$ cat src/rtl/fetch_unit.sv
// Instruction-fetch stage of the 5-stage RV64 pipeline.
// Owns the PC, addresses the combinational instruction memory, and fills the
// IF/ID register. It handles stalls, flushes, redirects and out-of-range fetches.
module fetch_unit #(
  parameter logic [63:0] RESET_PC   = 64'h0,
  parameter int unsigned IMEM_BYTES = 88,
  parameter logic [31:0] NOP_INSTR  = 32'h00000013,
  parameter int unsigned CNT_W      = 32
) (
  input  logic             clk,
  input  logic             reset,
  input  logic             stall,
  input  logic             flush,
  input  logic             redirect_valid,
  input  logic [63:0]      redirect_target,
  output logic [63:0]      Inst_Address,
  input  logic [31:0]      Instruction,
  output logic [63:0]      ifid_pc,
  output logic [31:0]      ifid_instr,
  output logic             ifid_valid,
  output logic             fetch_fault,
  output logic [CNT_W-1:0] fetch_count
);

  // Last byte address at which a full 32-bit word still fits in memory.
  // The compare is against this bound rather than pc+4, so a PC near the top
  // of the 64-bit space cannot wrap around and look legal.
  localparam logic [63:0]      LAST_PC = 64'(IMEM_BYTES) - 64'd4;
  localparam logic [CNT_W-1:0] CNT_MAX = '1;

  logic [63:0]      r_pc_p0;
  logic [63:0]      r_ifid_pc_p1;
  logic [31:0]      r_ifid_instr_p1;
  logic             r_vld_p1;
  logic             r_fault;
  logic [CNT_W-1:0] r_count;

  logic [63:0]      w_pc_nxt;
  logic [63:0]      w_ifid_pc_nxt;
  logic [31:0]      w_ifid_instr_nxt;
  logic             w_vld_nxt;
  logic             w_fault_nxt;
  logic [CNT_W-1:0] w_count_nxt;
  logic             w_legal;

  assign w_legal = (r_pc_p0[1:0] == 2'b00) && (r_pc_p0 <= LAST_PC);

  // Next-state selection; earlier branches take priority over later ones.
  always_comb begin
    w_pc_nxt         = r_pc_p0;
    w_ifid_pc_nxt    = r_ifid_pc_p1;
    w_ifid_instr_nxt = r_ifid_instr_p1;
    w_vld_nxt        = r_vld_p1;
    w_fault_nxt      = r_fault;
    w_count_nxt      = r_count;
    if (redirect_valid) begin
      // The instruction fetched this cycle is on the wrong path, so it is
      // discarded even when the hazard unit is asking for a stall.
      w_pc_nxt         = redirect_target;
      w_ifid_instr_nxt = NOP_INSTR;
      w_vld_nxt        = 1'b0;
      w_fault_nxt      = 1'b0;
    end else if (stall && flush) begin
      w_ifid_instr_nxt = NOP_INSTR;
      w_vld_nxt        = 1'b0;
    end else if (stall) begin
      // Hold everything.
    end else if (flush) begin
      w_ifid_instr_nxt = NOP_INSTR;
      w_vld_nxt        = 1'b0;
    end else if (!w_legal) begin
      // PC stays put, so the unit keeps faulting until a redirect or reset.
      w_fault_nxt      = 1'b1;
      w_ifid_instr_nxt = NOP_INSTR;
      w_vld_nxt        = 1'b0;
    end else begin
      w_ifid_pc_nxt    = r_pc_p0;
      w_ifid_instr_nxt = Instruction;
      w_vld_nxt        = 1'b1;
      w_pc_nxt         = r_pc_p0 + 64'd4;
      if (r_count != CNT_MAX) w_count_nxt = r_count + 1'b1;
    end
  end

  // PC (p0) -> IF/ID register (p1)
  always_ff @(posedge clk) begin
    if (reset) begin
      r_pc_p0         <= RESET_PC;
      r_ifid_pc_p1    <= 64'd0;
      r_ifid_instr_p1 <= NOP_INSTR;
      r_vld_p1        <= 1'b0;
      r_fault         <= 1'b0;
      r_count         <= '0;
    end else begin
      r_pc_p0         <= w_pc_nxt;
      r_ifid_pc_p1    <= w_ifid_pc_nxt;
      r_ifid_instr_p1 <= w_ifid_instr_nxt;
      r_vld_p1        <= w_vld_nxt;
      r_fault         <= w_fault_nxt;
      r_count         <= w_count_nxt;
    end
  end

  assign Inst_Address = r_pc_p0;
  assign ifid_pc      = r_ifid_pc_p1;
  assign ifid_instr   = r_ifid_instr_p1;
  assign ifid_valid   = r_vld_p1;
  assign fetch_fault  = r_fault;
  assign fetch_count  = r_count;

endmodule

$ cat config.mk
export PLATFORM = sky130hd
export DESIGN_NAME = fetch_unit
export DESIGN_NICKNAME = d
export VERILOG_FILES = /design/src/rtl/fetch_unit.sv
export SDC_FILE = /design/constraint.sdc
export NUM_CORES = 1
export LEC_CHECK = 0
export BUFFER_PORTS_ARGS = -buffer_cell sky130_fd_sc_hd__buf_4
export CAP_MARGIN = 25
export CORE_ASPECT_RATIO = 1.4
export CORE_MARGIN = 2
export CORE_UTILIZATION = 40
export DETAILED_ROUTE_END_ITERATION = 8
export PLACE_DENSITY_LB_ADDON = 0.05
export SLEW_MARGIN = 20
export SYNTH_ARGS = -nofsm -noshare
export SYNTH_HDL_FRONTEND = slang
export SYNTH_SLANG_ARGS = --single-unit
$ cat constraint.sdc
create_clock -name clk -period 3.1 [get_ports clk]
set_clock_uncertainty 0.15 [all_clocks]
set_input_delay 0 -clock clk [delete_from_list [all_inputs] [get_ports clk]]
set_output_delay 0 -clock clk [all_outputs]
set_load 0.01 [all_outputs]
# == Word level (Yosys, flattened, before mapping) ==
# Index checks and enable logic that the tools add are counted.
# classes
n_addsub,2
magnitude_cmp,1
n_eq_ne,4
muxes,9
bitwise_logic,5
n_reduce_logical,10
# ops
op,count
$mux W64,5
$add A64 B3 Y64 const B,1
$le A64 B7 Y1 const B,1
$mux W32,2
$add A32 B1 Y32 const B,1
$ne A32 B32 Y1 const B,1
$reduce_and A4 Y1,2
$reduce_and A6 Y1,1
$not A1 Y1,5
$reduce_and A5 Y1,1
$ne A2 B1 Y1 const B,2
$reduce_or A3 Y1,1
$logic_and A1 B1 Y1,2
$logic_not A2 Y1,1
$mux W1,2
$ne A2 B2 Y1 const B,1
$reduce_bool A2 Y1,1
$reduce_or A2 Y1,1
# totals
register_bits,194
in_bits,101
output_inout_bits,194
word_cells,37

# == Depth between registers and ports, before layout ==
# logic_depth
depth_word,7
mapped_depth,10
ltp_nobuf,7

# == Least setup slack after synthesis ==
# Ideal clock, no wire load.
# synth_timing
kind,register to register
startpoint,register r_count[0] (netlist: fetch_count[0])
endpoint,register r_count[2] (netlist: fetch_count[2])
setup_ps,121
arrival_ps,2229
t_required_ps,2829
setup_slack_ps,600
path_stages_with_launch,9
n_path_buf,2
period_less_slack_ps,2500
path_cell_list,dfxtp_1 ha_1 nand3_1 or4_1 buf_2 or3b_2 clkbuf_1 nand4_1 mux2_2
# synth_via
elab_chain_cells,2
word_cells_on_any_way,3
classes_between,add/sub (1); eq/ne (1); reduce/logical (1)
# synth_rtl
item,line,source
"start, declared",36,logic [CNT_W-1:0] r_count;
"start signal, assigned",100,r_count <= w_count_nxt;
"parallel branches: the longest is 2 deep, another holds $add A32 B1 Y32",n/a,
# Parallel ways; which one is timed is not known.
# A chain may end at the register's enable or synchronous reset.

# == Worst setup path in the final report ==
# layout_timing
startpoint,register r_pc_p0[39] (netlist: Inst_Address[39])
endpoint,register r_pc_p0[6] (netlist: Inst_Address[6])
# layout_via
elab_chain_cells,4
# layout_rtl
item,line,source
"start, declared",31,logic [63:0] r_pc_p0;
"start signal, assigned",95,r_pc_p0 <= w_pc_nxt;
$le A64 B7 Y1,46,assign w_legal = (r_pc_p0[1:0] == 2'b00) && (r_pc_p0 <= LAST_PC);
$logic_and A1 B1 Y1,46,
$reduce_bool A2 Y1 (no source line),n/a,
$reduce_and A4 Y1 (no source line),n/a,
# Every way passes these cells.

==> impl_metrics.csv <==
group,metric,value,unit
logic_synthesis,synth-seq-cells,194,
logic_synthesis,synth-edff-count,0,
die,dieHeight,162,um
die,die_x,117,um
sta,fin_ws,228,ps
hold_path,hold_class,"input pin to register",
grt,grt-ovfl-total,0,
die,fp-row-count,57,
worst_setup_path,cp_data_required_time,3330,ps
logic_synthesis,yosysMostFrequentCell,"dfxtp_1",
logic_synthesis,yosysSeqAreaShare,54.5,%
drt,routed_wirelength,22600,um
worst_setup_path,cp-start-kind,"register",
cts,clock_sinks,194,
logic_synthesis,synthesis.instances,727,
drt,drc,0,
sta,maxSlewHeadroom,38.2,%
worst_setup_path,critPathMaxFanout,14,
cts,clockBufferDepth,2,
grt,antenna_found_initial,2,
pwr,switching_share,25.4,%
cts,cts_tree,"done",
pwr,clockPowerShare,40.4,%
drt,num_vias,6907,
logic_synthesis,synthFlopType,"dfxtp_1",
drt,drtIter0Drc,376,
cts,h-tree-depth,4,
logic_synthesis,ys_top_cells_by_area,"dfxtp_1 (54%), mux2i_1 (9.0%), nor2_1 (5.9%), and2_1 (5.4%), a22oi_1 (3.1%)",
sta,fin_crit_sh,92.6,%
sta,fmax,348,MHz
placement,pre_cts_ws,373,ps
placement,io_buffers,294,
drt,ant_nets,0,
die,pin_count,295,
sta,slew_violations,0,
cts,cts_buffers,17,
logic_synthesis,synth.cell_area,0.00713,mm^2
pwr,p_int,3.94,mW
worst_setup_path,critical_path_class,"register to register",
sta,worst_slew_pin_slew,927,ps
sta,setup_viol,0,
flow_run,cap_violations,0,
logic_synthesis,ys_warn_count,0,
run_status,status,"finished clean",
pwr,power_frac_comb,10.7,%
pwr,leakage,5.23,nW
pwr,cellPowerDensity,453,mW/mm^2
drt,viasPerCell,4.91,
logic_synthesis,synthTopCellsByCount,"dfxtp_1 (194), nor2_1 (113), mux2i_1 (64)",
logic_synthesis,yosysTopAreaCell,"dfxtp_1",
logic_synthesis,synth_top_area_share,54.5,%
logic_synthesis,synth_nets,832,
pwr,peakVddDrop,0.000298,V
logic_synthesis,ys_async_sr_fraction,0,%
placement,gp_congestion,0.782,
grt,grtUsageTotal,23.4,%
grt,grt_pass1_vias,6864,
finish,nets,1262,
pwr,power_frac_seq,49.0,%
worst_setup_path,arrival,3100,ps
drt,wl_per_cell,16.1,um
cts,clk_pin_slew,80,ps
pwr,p_sw,1.34,mW
finish,drive_gt1_share,30.8,%
drt,drtPass1Iterations,5,
logic_synthesis,syn_avg_cell_area,9.81,um^2
die,start_util,41.0,%
cts,cts_root_buf,"clkbuf_16",
sta,tns,0,ps
die,coreArea,0.0174,mm^2
die,die-area,0.0189,mm^2
finish,final_util,67.1,%
grt,grt_pass1_wl,34700,um
worst_setup_path,cp-end-kind,"register",
placement,detailed_place_hpwl,14900,um
worst_setup_path,reg2reg_slack,230,ps
sta,fin_crit,2870,ps
grt,grt_max_degree,75,
logic_synthesis,ys_types,45,
sta,rsz0062_at_grt,"false",
cts,clk_latency,440,ps
sta,hold_viol,0,
finish,synthToLayoutAreaGrowth,63.8,%
==> logic make-up after synthesis <==
logic type | count (synthesis) | synth area share [%]
flip-flops | 194 | 54.5
AND/OR/NAND/NOR | 305 | 22.4
buffers and inverters | 54 | 3.11
AO/OA/AOI/OAI | 93 | 8.44
adder cells (fa/ha/maj) | 4 | 0.702
XOR/XNOR | 5 | 0.614
multiplexers | 72 | 10.2
==> timing repair <==
action | 4_1_cts | 5_1_grt
gates resized for setup | 0 | 5
setup endpoints to repair | 0 | 10
hold buffers | 149 | 0
hold endpoints to repair | 101 | 0
setup buffers | 0 | 0
==> final timing paths <==
path / startpoint / end / depth (start not counted)
worst max-delay path: Inst_Address[39] / Inst_Address[6] / 8
worst min-delay path: redirect_valid / fetch_count[1] / 4
worst max register to register: Inst_Address[39] / Inst_Address[6] / 8
worst min register to register: ifid_pc[56] / ifid_pc[56] / 1
==> power by group through the flow <==
stage | sequential [mW] | clock (mW) | combinational, mW
6_report | 2.59 | 2.13 | 0.564
5_1_grt | 2.60 | 2.28 | 0.607
4_1_cts | 2.59 | 2.18 | 0.556
3_5_place_dp | 2.64 | 0 | 0.404
3_3_place_gp | 2.64 | 0 | 0.404
2_1_floorplan | 2.66 | 0 | 0.156
==> per-stage QoR <==
step,power [mW],hold slack (ps),instance area (um^2),instances
after floorplan,2.81,-12.0,7130,727
after global placement,3.05,75.5,9580,1225
after detailed placement,3.05,81.4,9580,1225
after CTS,5.33,32.6,11600,1406
after global routing,5.48,101,11700,1408
final,5.29,52.8,11700,1408
==> layout make-up <==
cell class	count	area [um^2]
Timing Repair Buffer	458	3820
Sequential cell	194	3880
Tap cell	236	295
Inverter	7	26.3
Multi-Input combinational cell	479	3070
Fill cell	1442	5730
Clock inverter	15	144
Antenna cell	2	5.00
Clock buffer	17	425
==> metal layers <==
metal / share of wire (%) / global-route usage (%)
met3: 7.0 / 8.21
met4: 3.3 / 9.73
met5: 0 / 0
met1: 39 / 26.4
met2: 50 / 39.5
==> state kept, by name (all words and copies together) (netlist names) <==
| name | flops |
|---|---|
| ifid_pc | 64 |
| ifid_valid | 1 |
| fetch_count | 32 |
| Inst_Address | 64 |
| ifid_instr | 32 |
| fetch_fault | 1 |
==> layout by cell type (no fill, tap or decap), types with 3 or more instances in the layout <==
cell type / instances
a211oi_1: 7
a21oi_1: 25
a22oi_1: 29
and2_1: 61
and3_1: 3
and4_1: 3
buf_4: 308
clkbuf_16: 17
dfxtp_1: 194
dlygate4sd3_1: 149
ha_1: 4
inv_1: 7
inv_6: 6
inv_8: 3
mux2_2: 6
mux2i_1: 64
nand2_1: 19
nand3_1: 19
nand4_1: 16
nor2_1: 113
nor2b_1: 9
nor3_1: 4
nor4_1: 16
nor4_2: 5
o21ai_0: 14
o22ai_1: 3
o31ai_1: 7
or3_1: 15
or4_1: 12
xnor2_1: 4
==> critical path: stages, from the launching register on <==
cell	delay, ps
dfxtp_1	340
nor4_1	400
nand4_1	270
nor4_2	330
and2_1	170
buf_4	210
a41oi_1	140
a211oi_1	230
dlygate4sd3_1	570
No activity file was read; power rests on OpenSTA's default activity.
